$ cat config.mk
export PLATFORM = sky130hd
export DESIGN_NAME = slc3_io_bridge_flat
export DESIGN_NICKNAME = d
export VERILOG_FILES = /design/src/rtl/slc3_io_bridge_pkg.sv /design/src/rtl/slc3_io_bridge_if.sv /design/src/rtl/slc3_io_bridge_key_debouncer.sv /design/src/rtl/slc3_io_bridge.sv /design/src/flat_wrapper.sv
export SDC_FILE = /design/constraint.sdc
export NUM_CORES = 1
export LEC_CHECK = 0
export ABC_AREA = 1
export CAP_MARGIN = 0
export CORE_ASPECT_RATIO = 1.2
export CORE_MARGIN = 4
export CORE_UTILIZATION = 50
export CTS_CLUSTER_SIZE = 30
export DETAILED_ROUTE_END_ITERATION = 10
export PLACE_DENSITY = 0.95
export SETUP_SLACK_MARGIN = 0.4
export SLEW_MARGIN = 15
export SYNTH_ARGS = -nofsm -noshare
export SYNTH_HDL_FRONTEND = slang
export SYNTH_HIERARCHICAL = 1
export SYNTH_SLANG_ARGS = --single-unit
$ cat constraint.sdc
create_clock -name Clk -period 3.1 [get_ports Clk]
set_input_delay 0.775 -clock Clk [delete_from_list [all_inputs] [get_ports Clk]]
set_output_delay 0.775 -clock Clk [all_outputs]
set_load 0.1 [all_outputs]
$ cat src/rtl/slc3_io_bridge_pkg.sv
// Shared types and defaults for the SLC-3 I/O bridge.
//   pause_state_t   : pause/continue handshake FSM encoding
//   IO_BASE_DEFAULT : top address of the memory-mapped I/O window
package slc3_io_pkg;

    typedef enum logic [1:0] {
        ST_RUN    = 2'd0,
        ST_PAUSED = 2'd1,
        ST_DONE   = 2'd2,
        ST_DROP   = 2'd3
    } pause_state_t;

    localparam logic [15:0] IO_BASE_DEFAULT = 16'hFFFF;

endpackage

$ cat src/rtl/slc3_io_bridge_if.sv
// CPU-side memory port and pause handshake of the SLC-3 I/O bridge.
//   master : CPU side (drives address/data/strobes and pause request)
//   slave  : bridge side (returns io_sel, read data/valid and pause_done)
interface slc3_io_bridge_if #(
    parameter int DATA_W = 16,
    parameter int ADDR_W = 16,
    parameter int LED_W  = 10
) ();

    logic [ADDR_W-1:0] mem_addr;
    logic [DATA_W-1:0] mem_wdata;
    logic              mem_we;
    logic              mem_re;
    logic              io_sel;
    logic [DATA_W-1:0] io_rdata;
    logic              io_rvalid;
    logic              pause_req;
    logic [LED_W-1:0]  pause_led;
    logic              pause_done;

    modport master (
        output mem_addr, mem_wdata, mem_we, mem_re, pause_req, pause_led,
        input  io_sel, io_rdata, io_rvalid, pause_done
    );

    modport slave (
        input  mem_addr, mem_wdata, mem_we, mem_re, pause_req, pause_led,
        output io_sel, io_rdata, io_rvalid, pause_done
    );

endinterface

$ cat src/rtl/slc3_io_bridge_key_debouncer.sv
// Synchronises and debounces an active-low push key.
//   clk_i, rst_i : clock, synchronous active-high reset
//   raw_i        : raw active-low key, asynchronous to clk_i
//   level_o      : debounced level, 1 = pressed
//   press_o      : one-cycle pulse on the released->pressed transition
module key_debouncer #(
    parameter int CYC = 50000
) (
    input  logic clk_i,
    input  logic rst_i,
    input  logic raw_i,
    output logic level_o,
    output logic press_o
);

    localparam int CW = (CYC > 1) ? $clog2(CYC) : 1;

    logic          meta_q, sync_q;
    logic          level_q, press_q;
    logic [CW-1:0] cnt_q;
    logic          pressed_raw;

    assign pressed_raw = ~sync_q;

    always_ff @(posedge clk_i) begin
        if (rst_i) begin
            meta_q  <= 1'b1;
            sync_q  <= 1'b1;
            level_q <= 1'b0;
            press_q <= 1'b0;
            cnt_q   <= CW'(CYC - 1);
        end else begin
            meta_q  <= raw_i;
            sync_q  <= meta_q;
            press_q <= 1'b0;
            // Any return to the accepted level reloads the timer, so only an
            // unbroken run of CYC differing samples flips the level.
            if (pressed_raw == level_q) begin
                cnt_q <= CW'(CYC - 1);
            end else if (cnt_q == '0) begin
                level_q <= pressed_raw;
                press_q <= pressed_raw;
                cnt_q   <= CW'(CYC - 1);
            end else begin
                cnt_q <= cnt_q - 1'b1;
            end
        end
    end

    assign level_o = level_q;
    assign press_o = press_q;

endmodule

$ cat src/rtl/slc3_io_bridge.sv
// Memory-mapped I/O bridge between the SLC-3 CPU port and DE10-Lite board I/O.
//   Clk, Reset  : clock, synchronous active-high reset
//   Continue_n  : raw active-low Continue key
//   SW          : raw switches, read back at IO_BASE (zero-extended)
//   LED         : LED drive, latched from pause_led on pause entry
//   hex_nib     : NUM_CH hex words, channel k at IO_BASE-k, bits [16k+15:16k]
//   bus         : CPU memory port and pause handshake (slave side)
// State table for the pause FSM:
//   RUN    | normal execution, LED holds; pause_req latches pause_led
//   PAUSED | waiting for a Continue press
//   DONE   | pause_done high for one cycle
//   DROP   | waiting for the CPU to drop pause_req
module slc3_io_bridge
    import slc3_io_pkg::*;
#(
    parameter int                DATA_W       = 16,
    parameter int                ADDR_W       = 16,
    parameter int                SW_W         = 10,
    parameter int                LED_W        = 10,
    parameter int                NUM_CH       = 2,
    parameter logic [ADDR_W-1:0] IO_BASE      = ADDR_W'(IO_BASE_DEFAULT),
    parameter int                DEBOUNCE_CYC = 50000
) (
    input  logic                  Clk,
    input  logic                  Reset,
    input  logic                  Continue_n,
    input  logic [SW_W-1:0]       SW,
    output logic [LED_W-1:0]      LED,
    output logic [NUM_CH*16-1:0]  hex_nib,
    slc3_io_bridge_if.slave       bus
);

    logic [ADDR_W-1:0]    ch;
    logic                 hit;
    logic [SW_W-1:0]      sw_meta_q, sw_sync_q;
    logic [NUM_CH*16-1:0] hex_q;
    logic [DATA_W-1:0]    rd_word;
    logic [DATA_W-1:0]    rdata_q;
    logic                 rvalid_q;
    logic                 key_level, key_press;
    pause_state_t         state_q;
    logic [LED_W-1:0]     led_q;
    logic                 done_q;

    // Addresses above IO_BASE would wrap the subtraction into a small channel
    // number, so they are excluded explicitly.
    assign ch  = IO_BASE - bus.mem_addr;
    assign hit = (bus.mem_addr <= IO_BASE) && (ch < ADDR_W'(NUM_CH));
    assign bus.io_sel = hit;

    always_ff @(posedge Clk) begin
        if (Reset) begin
            sw_meta_q <= '0;
            sw_sync_q <= '0;
        end else begin
            sw_meta_q <= SW;
            sw_sync_q <= sw_meta_q;
        end
    end

    // Channel 0 is write-only towards the display; reading it returns the switches.
    always_comb begin
        rd_word = DATA_W'(sw_sync_q);
        for (int k = 1; k < NUM_CH; k++) begin
            if (ch == ADDR_W'(k)) rd_word = DATA_W'(hex_q[16*k +: 16]);
        end
    end

    always_ff @(posedge Clk) begin
        if (Reset) begin
            hex_q    <= '0;
            rdata_q  <= '0;
            rvalid_q <= 1'b0;
        end else begin
            rvalid_q <= bus.mem_re && hit;
            if (bus.mem_re && hit) rdata_q <= rd_word;
            for (int k = 0; k < NUM_CH; k++) begin
                if (bus.mem_we && hit && (ch == ADDR_W'(k))) begin
                    hex_q[16*k +: 16] <= bus.mem_wdata[15:0];
                end
            end
        end
    end

    key_debouncer #(.CYC(DEBOUNCE_CYC)) u_key (
        .clk_i   (Clk),
        .rst_i   (Reset),
        .raw_i   (Continue_n),
        .level_o (key_level),
        .press_o (key_press)
    );

    always_ff @(posedge Clk) begin
        if (Reset) begin
            state_q <= ST_RUN;
            led_q   <= '0;
            done_q  <= 1'b0;
        end else begin
            done_q <= 1'b0;
            unique case (state_q)
                ST_RUN: begin
                    if (bus.pause_req) begin
                        led_q   <= bus.pause_led;
                        state_q <= ST_PAUSED;
                    end
                end
                ST_PAUSED: begin
                    // A withdrawn request wins over a simultaneous press.
                    if (!bus.pause_req) begin
                        state_q <= ST_RUN;
                    end else if (key_press && key_level) begin
                        done_q  <= 1'b1;
                        state_q <= ST_DONE;
                    end
                end
                ST_DONE: begin
                    state_q <= ST_DROP;
                end
                ST_DROP: begin
                    if (!bus.pause_req) state_q <= ST_RUN;
                end
                default: state_q <= ST_RUN;
            endcase
        end
    end

    assign LED            = led_q;
    assign hex_nib        = hex_q;
    assign bus.io_rdata   = rdata_q;
    assign bus.io_rvalid  = rvalid_q;
    assign bus.pause_done = done_q;

endmodule
$ cat src/flat_wrapper.sv
// flat-port wrapper written by rule: the top's interface ports become plain ports
module slc3_io_bridge_flat import slc3_io_pkg::*;
#(
    parameter int                DATA_W       = 16,
    parameter int                ADDR_W       = 16,
    parameter int                SW_W         = 10,
    parameter int                LED_W        = 10,
    parameter int                NUM_CH       = 2,
    parameter logic [ADDR_W-1:0] IO_BASE      = ADDR_W'(IO_BASE_DEFAULT),
    parameter int                DEBOUNCE_CYC = 50000
)
  (Clk, Reset, Continue_n, SW, LED, hex_nib, bus_mem_addr, bus_mem_wdata, bus_mem_we, bus_mem_re, bus_pause_req, bus_pause_led, bus_io_sel, bus_io_rdata, bus_io_rvalid, bus_pause_done);
  slc3_io_bridge_if #(.DATA_W(DATA_W), .ADDR_W(ADDR_W), .LED_W(LED_W)) bus_i ();
  input  logic Clk;
  input  logic Reset;
  input  logic Continue_n;
  input  logic [SW_W-1:0] SW;
  output logic [LED_W-1:0] LED;
  output logic [NUM_CH*16-1:0] hex_nib;
  input wire logic [$bits(bus_i.mem_addr)-1:0] bus_mem_addr;
  input wire logic [$bits(bus_i.mem_wdata)-1:0] bus_mem_wdata;
  input wire logic [$bits(bus_i.mem_we)-1:0] bus_mem_we;
  input wire logic [$bits(bus_i.mem_re)-1:0] bus_mem_re;
  input wire logic [$bits(bus_i.pause_req)-1:0] bus_pause_req;
  input wire logic [$bits(bus_i.pause_led)-1:0] bus_pause_led;
  output wire logic [$bits(bus_i.io_sel)-1:0] bus_io_sel;
  output wire logic [$bits(bus_i.io_rdata)-1:0] bus_io_rdata;
  output wire logic [$bits(bus_i.io_rvalid)-1:0] bus_io_rvalid;
  output wire logic [$bits(bus_i.pause_done)-1:0] bus_pause_done;
  assign bus_i.mem_addr = bus_mem_addr;
  assign bus_i.mem_wdata = bus_mem_wdata;
  assign bus_i.mem_we = bus_mem_we;
  assign bus_i.mem_re = bus_mem_re;
  assign bus_i.pause_req = bus_pause_req;
  assign bus_i.pause_led = bus_pause_led;
  assign bus_io_sel = bus_i.io_sel;
  assign bus_io_rdata = bus_i.io_rdata;
  assign bus_io_rvalid = bus_i.io_rvalid;
  assign bus_pause_done = bus_i.pause_done;
  slc3_io_bridge #(.DATA_W(DATA_W), .ADDR_W(ADDR_W), .SW_W(SW_W), .LED_W(LED_W), .NUM_CH(NUM_CH), .IO_BASE(IO_BASE), .DEBOUNCE_CYC(DEBOUNCE_CYC)) u_core (.Clk(Clk), .Reset(Reset), .Continue_n(Continue_n), .SW(SW), .LED(LED), .hex_nib(hex_nib), .bus(bus_i));
endmodule
Word level (Yosys, flattened, before mapping):

Cells that the tools add are included.

* reductions and logical operators: 15
* add/subtract/negate cells: 2
* equal/unequal tests: 8
* muxes and demuxes: 7
* bitwise logic cells: 5
* $lt $le $gt $ge: 2

Operators with widths (count)
* $logic_not 16->1: 2
* $eq 16x1->1 const B: 1
* $le 16x16->1 const B: 1
* $lt 16x2->1 const B: 1
* $mux 16: 1
* $sub 16x1->16 const B: 1
* $sub 16x16->16 const A: 1
* $reduce_or 3->1: 3
* $mux 2: 4
* $pmux 2 s4: 1
* $logic_and 1x1->1: 6
* $not 1->1: 5
* $eq 2x2->1 const B: 2
* $ne 2x2->1 const B: 2
* $reduce_and 2->1: 2
* $ne 3x2->1 const B: 1
* $reduce_and 3->1: 1
* $eq 2x1->1 const B: 1
* $logic_not 2->1: 1
* $eq 1x1->1: 1
* $mux 1: 1

* output and inout port bits: 61
* bits of input ports: 58
* logic and storage cells: 53
* register bits: 102

Depth between registers and ports, before layout:

Gate-level depths: netlist (run 1).

* word-level depth: 5
* gate-level depth with buffers: 9

Cells and area by module:

The synthesis (run 1) kept the hierarchy.

Modules (own cells, without submodules)
* slc3_io_bridge: cells each 468, area an instance 3245.6 um^2, instances 1, seq. area each 1641.6 um^2
* key_debouncer: cells each 129, area an instance 938.4 um^2, instances 1, seq. area each 400.4 um^2

Worst setup path after synthesis (run 1):

OpenSTA, ideal clock, no wires.

* kind: input to output
* from: in bus_mem_addr[7]
* to: out bus_io_sel
* path buffers: 0
* data arrival time: 1.474 ns
* cell stages on the path: 4
* setup slack: 0.851 ns
* path through: nand2_1 nor2_1 nand2_2 nor2_8

* longest elaborated chain between the ends: 3
* elaborated cells on any way between the ends: 4
* classes of those cells: add/sub: 1; order compare: 2; reduce/logical: 1

RTL lines
* from (decl): RTL line flat_wrapper.sv:20 `input wire logic [$bits(bus_i.mem_addr)-1:0] bus_mem_addr;`
* $sub 16x16->16: RTL line slc3_io_bridge.sv:47 `assign ch = IO_BASE - bus.mem_addr;`
* $lt 16x2->1: RTL line slc3_io_bridge.sv:48 `assign hit = (bus.mem_addr <= IO_BASE) && (ch < ADDR_W'(NUM_CH));`
* $logic_and 1x1->1 *: RTL line slc3_io_bridge.sv:48
* to (decl): RTL line flat_wrapper.sv:26 `output wire logic [$bits(bus_i.io_sel)-1:0] bus_io_sel;`

Mark *: on every way between the ends. The rest lies on a longest branch, timed or not.

Worst setup path in the final report (run 1):

* from: in bus_mem_addr[12]
* to: out bus_io_sel

Same word-level chain as after synthesis.

==> results.toml, run 1 <==
[floorplanning]
start_util_pct = 51.3
die-area_um2 = 9900
dieWidth_um = 91.5
core_area_um2 = 8150
ioPinCount = 119
rows = 36
fp.dieH_um = 108

[sta]
setup_viol = 0
finalClockSkew_ns = 0.00660
tightest_slew_ns = 0.536
final_hold_viol_count = 0
setup-tns-final_ns = 0
post-route-period-util_pct = 84.8
slew_viol_final = 0
max_freq_ghz = 0.380
rsz0062_at_grt = "false"
holdWs_ns = 0.403
period_needed_ns = 2.63
slew_headroom_pct = 64.3

[clocking]
cts_setup_buffers = 0
clk_path_buf_depth = 2
numCtsBuffers = 9
htreeDepth = 3
insertion_delay_ns = 0.36
post_cts_resized = 0
clkSinkCount = 102
clkTransAtPathRegs_ns = 0.08
cts_tree = "yes"
cts_root_buf = "clkbuf_8"
hold_buffers = 0

[critical_path]
cp.required_ns = 2.32
cp-start-kind = "input pin"
end_kind = "output pin"
crit_type = "in -> out"
cp.arrival_ns = 1.86
path_max_fanout = 2

[grt]
first_global_vias = 3702
grt_max_degree = 54
grt_pass1_wl_um = 16600
antenna_found_initial = 0
overflow = 0
grt_usage_pct = 21.1

[placement]
dp.cells = 815
hpwlAfterDp_um = 7960
port_buffers = 118
gp_congestion = 0.847

[routing]
wl_met2_um = 5540
wl_um = 10500
top_layer_used = "met4"
met1_length_um = 4090
drt_pass1_iterations = 4
ant_nets = 0
first_iter_violations = 187
drc = 0
met3_length_um = 662
routed_via_density = 4.69
wl_per_cell_um = 12.6
num_vias = 3895

[pwr]
leakage_nw = 2.79
ir_drop_mv = 0.248
p_per_area_nw_per_um2 = 440

[layout]
diodes = 0
stdcell_count = 831
areaGrowthSynthToFinish_pct = 31.3
fin_nets = 771
fillers = 653
post-route-util_pct = 67.4
drive_above_1_share_pct = 13.8

[logic_synthesis]
synth_common_cells = "nand2_1, nor2_1, dfxtp_1, inv_1, a21oi_1"
yosysMostFrequentCell = "nand2_1"
synth_top_area_share_pct = 48.8
yosysWarnings = 6
ys_async_sr_fraction_pct = 0
synth_seq_area_share_pct = 48.8
syn-num-nets = 656
synth_top_family_by_area = "simple AND/OR/NAND/NOR gates"
yosysTopAreaCell = "dfxtp_1"
syn_area_um2 = 4180
synthMuxAreaShare_pct = 0
synth-xor-area-share_pct = 0.628
syn_avg_cell_area_um2 = 7.01
synthSimpleGateAreaFrac_pct = 33.9
synth_compound_area_share_pct = 4.75
synth.area.top_cells = "dfxtp_1, nand2_1, nor2_1"
synth_edf_count = 0
netlist_instances = 597
ys.flop_type = "dfxtp_1"
synth_fa_ha_area_share_pct = 0.299
synthDistinctLibCells = 30
ys_seq_elements = 102

[min_path]
min_path_type = "reg -> reg"

[outcome]
status = "complete, no violations"

[run]
drv_cap = 0
[area by class of cell]
cell class | instances | area (µm²) | area share (%)
Clock buffer | 14 | 193 | 3.51
Sequential cell | 102 | 2040 | 37.2
Clock inverter | 2 | 12.5 | 0.228
Tap cell | 114 | 143 | 2.60
Timing Repair Buffer | 122 | 1070 | 19.5
Multi-Input combinational cell | 378 | 1660 | 30.2
Inverter | 99 | 377 | 6.85
[flip-flops by register name, summed over array words and instances (netlist names), named ones only]
name and cells:
u_core/u_key/cnt_q 16, u_core/sw_meta_q 10, u_core/u_key/level_o 1, u_core/sw_sync_q 10
u_core/bus.io_rdata 16, u_core/u_key/meta_q 1, u_core/LED 10, u_core/bus.pause_done 1
u_core/bus.io_rvalid 1, u_core/state_q 1, u_core/u_key/press_o 1, u_core/hex_nib 32
u_core/u_key/sync_q 1
[placed cells by master, fill, tap and decap left out, drive strengths merged, types with 2 or more instances in the layout]
master / instances
clkdlybuf4s50: 57
buf: 65
inv: 95
or2: 4
nor3: 2
nand2: 164
nor2: 135
nand3: 20
a21oi: 22
o21ai: 14
nand4: 9
a211oi: 2
clkbuf: 14
xor2: 3
clkinv: 5
dfxtp: 102
[worst max-delay path: stages]
cell and delay (ns):
clkdlybuf4s50_1 0.47, nand2_1 0.05, nor2_1 0.09, nand2_1 0.15
nor2_8 0.13, buf_12 0.18
[worst paths after layout]
kind,from,endpoint,slack [ns],cells after the start
setup / recovery,bus_mem_addr[12],bus_io_sel,0.47,6
hold / removal,u_core/u_key/cnt_q[0],u_core/u_key/cnt_q[0],0.40,1
setup reg to reg,u_core/state_q[0],u_core/LED[5],1.62,5
hold reg to reg,u_core/u_key/cnt_q[0],u_core/u_key/cnt_q[0],0.40,1
[logic make-up (layout without fill, tap and decap cells)]
| family | Yosys count | in the layout |
|---|---|---|
| adders and majority gates | 1 | 1 |
| and+or+nand+nor | 336 | 336 |
| AOI/OAI and AO/OA | 38 | 38 |
| xor gates and xnor gates | 3 | 3 |
| buffers and inverters | 117 | 237 |
| DFF | 102 | 102 |
[where the power goes]
group	switching [mW]	leakage, nW	internal (mW)	total, mW
sequential	0.00970	0.829	1.33	1.34
clock	0.422	0.105	0.401	0.823
combinational	0.152	1.86	0.0975	0.250
[metal layers]
layer	GRT usage, %	vias up
li1	-	2006
met1	22.2	1759
met2	40.0	116
met3	3.97	14
met4	10.0	0
met5	0	-
[metrics by stage]
stage	setup slack (ns)	area (µm²)	total power, mW
after floorplan	0.851	4180	1.51
after global placement	0.489	5290	1.62
after detailed placement	0.441	5290	1.62
after CTS	0.470	5490	2.43
after global routing	0.427	5490	2.51
final	0.470	5490	2.42
Note: power is estimated with default switching activity, not from simulation.
==> run 2, diff against run 1 <==
--- a/config.mk
+++ b/config.mk
@@ -9,10 +9,10 @@
 export CAP_MARGIN = 0
 export CORE_ASPECT_RATIO = 1.2
 export CORE_MARGIN = 4
-export CORE_UTILIZATION = 50
+export CORE_UTILIZATION = 43
 export CTS_CLUSTER_SIZE = 30
 export DETAILED_ROUTE_END_ITERATION = 10
-export PLACE_DENSITY = 0.95
+export PLACE_DENSITY = 0.88
 export SETUP_SLACK_MARGIN = 0.4
 export SLEW_MARGIN = 15
 export SYNTH_ARGS = -nofsm -noshare
==> constraint.sdc (replaced) <==
create_clock -name Clk -period 2.25 [get_ports Clk]
set_input_delay 0.5625 -clock Clk [delete_from_list [all_inputs] [get_ports Clk]]
set_output_delay 0.5625 -clock Clk [all_outputs]
set_load 0.1 [all_outputs]
==> results.toml, run 2 (synthesis results as in run 1) <==
[floorplanning]
fp.dieH_um = 116
ioPinCount = 119
start_util_pct = 44.0
die-area_um2 = 11400
rows = 39
core_area_um2 = 9520
dieWidth_um = 98.0

[sta]
period_needed_ns = 1.82
max_freq_ghz = 0.549
slew_viol_final = 0
post-route-period-util_pct = 81.0
tightest_slew_ns = 0.378
slew_headroom_pct = 74.7
setup-tns-final_ns = 0
final_hold_viol_count = 0
rsz0062_at_grt = "false"
holdWs_ns = 0.396
setup_ws_ns = 0.427
setup_viol = 0
finalClockSkew_ns = 0.00854

[routing]
ant_nets = 0
drt_pass1_iterations = 4
wl_per_cell_um = 11.6
first_iter_violations = 171
routed_via_density = 4.51
num_vias = 3824
drc = 0
wl_um = 9850

[grt]
grt_pass1_wl_um = 16000
grt_max_degree = 33
antenna_found_initial = 0
overflow = 0
first_global_vias = 3488
grt_usage_pct = 17.6

[critical_path]
r2r-start = "u_core/u_key/cnt_q[0]"
r2r_cells = 8
crit_type = "in -> out"
path_max_fanout = 2
cp-endpoint = "bus_io_sel"
cp-start-kind = "input pin"
rr_endpoint = "u_core/u_key/cnt_q[15]"
cp.arrival_ns = 1.26
rrSetupSlack_ns = 0.89
startpoint = "bus_mem_addr[7]"
cp.required_ns = 1.69
end_kind = "output pin"

[placement]
dp.cells = 829
port_buffers = 118
gp_congestion = 0.850
place_area_um2 = 5380
preCtsSetupSlack_ns = 0.0138
hpwlAfterDp_um = 7380

[pwr]
power.total_mw = 3.66
p_per_area_nw_per_um2 = 650
ir_drop_mv = 0.452
leakage_nw = 2.89

[clocking]
clkTransAtPathRegs_ns = 0.06
hold_buffers = 0
clkSinkCount = 102
htreeDepth = 3
cts_root_buf = "clkbuf_16"
clk_path_buf_depth = 2
cts_tree = "yes"
numCtsBuffers = 9
insertion_delay_ns = 0.35

[min_path]
hold_start = "u_core/u_key/cnt_q[0]"
min_path_type = "reg -> reg"

[layout]
diodes = 0
final_common_cell = "nand2_1"
post-route-util_pct = 59.1
final_cell_mix = "nand2_1, nor2_1, dfxtp_1"
drive_above_1_share_pct = 17.1
stdcell_count = 847
fin_nets = 778
areaGrowthSynthToFinish_pct = 34.5
final_cell_area_um2 = 5630
largest_register_ffs = 32

[run]
drv_cap = 0

[outcome]
status = "complete, no violations"
==> run 2: layer usage <==
layer | global-route usage [%] | vias up | wire length [µm]
met4 | 8.77 | 0 | 310
met2 | 30.5 | 101 | 4870
met1 | 20.6 | 1683 | 4090
li1 | - | 2016 | -
met5 | 0 | - | 0
met3 | 4.09 | 24 | 585
==> run 2: worst min-delay path by stage <==
| stage | endpoint | slack [ns] | cells past startpoint |
|---|---|---|---|
| detailed placement | u_core/u_key/cnt_q[0] | 0.38 | 1 |
| global route | u_core/u_key/cnt_q[0] | 0.41 | 1 |
| CTS | u_core/u_key/cnt_q[0] | 0.40 | 1 |
| floorplan | u_core/u_key/cnt_q[0] | 0.37 | 1 |
| global placement | u_core/u_key/cnt_q[0] | 0.37 | 1 |
| finish | u_core/u_key/cnt_q[0] | 0.40 | 1 |
==> run 2: cell type report <==
type,count,area [µm²]
clock inverters,7,58.8
fillers,903,3890
repair buffers,129,1100
flip-flops and latches,102,2040
inverters,99,377
well taps,123,154
clock buffers,9,225
multi-input cells,378,1670
==> run 2: power breakdown <==
part           switching, mW  total (mW)  internal [mW]  leakage [nW]
Combinational          0.212       0.339          0.127          1.92
Sequential            0.0133        1.85           1.84         0.829
Clock                  0.701        1.47          0.765         0.138
Total                  0.927        3.66           2.73          2.89
==> run 2: repair_timing <==
item                                    CTS  global route
setup buffers                             2             0
endpoints found under the setup margin    1            11
gates resized for setup                  40             9
pin swaps                                13             5
==> run 2: critical path, stage by stage <==
cell,delay [ns]
clkbuf_2,0.08
nand2_1,0.08
nor2_2,0.16
nand2_4,0.08
nor2_8,0.12
buf_12,0.18
==> run 3, diff against run 2 <==
==> constraint.sdc (replaced) <==
create_clock -name Clk -period 1.5 [get_ports Clk]
set_input_delay 0.375 -clock Clk [delete_from_list [all_inputs] [get_ports Clk]]
set_output_delay 0.375 -clock Clk [all_outputs]
set_load 0.1 [all_outputs]
==> results.toml, run 3 (synthesis results as in run 1) <==
[layout]
fillers = 482
final_cell_area_um2 = 7690
fin_nets = 829
areaGrowthSynthToFinish_pct = 83.8
final_cell_mix = "nor2_1, nand2_1, inv_1"
post-route-util_pct = 80.8
final_common_cell = "nor2_1"
diodes = 0
largest_register_ffs = 32
multi_input_area_um2 = 2220
drive_above_1_share_pct = 45.9
regArea_um2 = 2150

[clocking]
insertion_delay_ns = 0.35
clkTransAtPathRegs_ns = 0.08
cts_root_buf = "clkbuf_16"
clk_path_buf_depth = 2
numCtsBuffers = 9
htreeDepth = 3
hold_buffers = 0
cts_tree = "yes"
clkSinkCount = 102

[critical_path]
cp-start-kind = "input pin"
path_max_fanout = 8
cp.required_ns = 1.74
end_kind = "register"
cp.arrival_ns = 1.86
crit_type = "in -> reg"

[floorplanning]
fp.dieH_um = 116
start_util_pct = 44.0
ioPinCount = 119
die-area_um2 = 11400
rows = 39
core_area_um2 = 9520
dieWidth_um = 98.0

[placement]
hpwlAfterDp_um = 8640
place_area_um2 = 6290
preCtsSetupSlack_ns = -0.484
gp_congestion = 0.813
port_buffers = 118

[grt]
grt_pass1_wl_um = 20600
grt_usage_pct = 22.8
grt_max_degree = 53
first_global_vias = 4211
overflow = 0
antenna_found_initial = 0

[min_path]
min_path_type = "reg -> reg"

[pwr]
p_per_area_nw_per_um2 = 754
ir_drop_mv = 0.766
power.total_mw = 5.80
leakage_nw = 3.50

[routing]
drt_pass1_iterations = 6
routed_via_density = 5.22
first_iter_violations = 499
wl_per_cell_um = 19.1
drc = 0
ant_nets = 0
num_vias = 4690
wl_um = 17200

[sta]
tightest_slew_ns = 0.478
final_hold_viol_count = 0
finalClockSkew_ns = 0.0155
post-route-period-util_pct = 108
period_needed_ns = 1.62
holdWs_ns = 0.406
max_freq_ghz = 0.616
setup_ws_ns = -0.122
setup_viol = 1
rsz0062_at_grt = "true"
slew_headroom_pct = 68.2
slew_viol_final = 0

[outcome]
violations = "negative setup slack"
status = "complete, but fails checks"

[run]
drv_cap = 0
==> run 3: routing by layer <==
| metal | share of wire, % | track usage (%) |
|---|---|---|
| met1 | 34 | 23.5 |
| met4 | 8.0 | 15.9 |
| met3 | 5.7 | 3.25 |
| met5 | 0 | 0 |
| met2 | 52 | 42.6 |
==> run 3: where the power goes <==
part	internal (mW)	total (mW)	leakage (nW)	switching, mW
clock	1.17	2.33	0.136	1.16
sequential	2.74	2.77	0.863	0.0352
combinational	0.308	0.699	2.51	0.392
total	4.21	5.80	3.50	1.59
==> run 3: what timing repair did <==
action | 4_1_cts | 5_1_grt
setup endpoints to repair | 141 | 136
resized for setup | 133 | 137
gates cloned | 6 | 6
buffers inserted | 25 | 10
pin swaps | 29 | 36
==> run 3: path summary, 6_finish.rpt <==
kind                    startpoint                     to  slack (ns)  depth (start not counted)
max                bus_mem_addr[5]     u_core/hex_nib[18]       -0.12                         12
min            u_core/sw_meta_q[9]    u_core/sw_sync_q[9]        0.41                          2
max reg2reg  u_core/u_key/cnt_q[0]  u_core/u_key/cnt_q[6]        0.20                          8
min reg2reg    u_core/sw_meta_q[9]    u_core/sw_sync_q[9]        0.41                          2
==> run 3: layout make-up <==
| cell class | instances | share of cell area [%] |
|---|---|---|
| multi-input combinational | 381 | 28.9 |
| timing repair buffer | 177 | 32.2 |
| sequential | 102 | 28.0 |
| clock buffer | 9 | 2.93 |
| tap | 123 | 2.00 |
| clock inverter | 7 | 0.830 |
| inverter | 99 | 5.08 |
==> run 3: worst max-delay path, cell delays in order <==
cell and delay, ns:
buf_2 0.09, nand2_2 0.07, nor2_4 0.13, nand2_4 0.09, nor2_8 0.12, buf_6 0.11
buf_8 0.13, nand3_4 0.15, clkbuf_16 0.23, nand2_1 0.07, nand2_1 0.06, nor2_1 0.22
==> run 3: through the flow <==
stage / TNS, ns / cells
2_1_floorplan: -3.94 / 597
3_3_place_gp: -20.31 / 835
3_5_place_dp: -23.32 / 835
4_1_cts: 0 / 882
5_1_grt: -0.158 / 898
6_report: -0.122 / 898
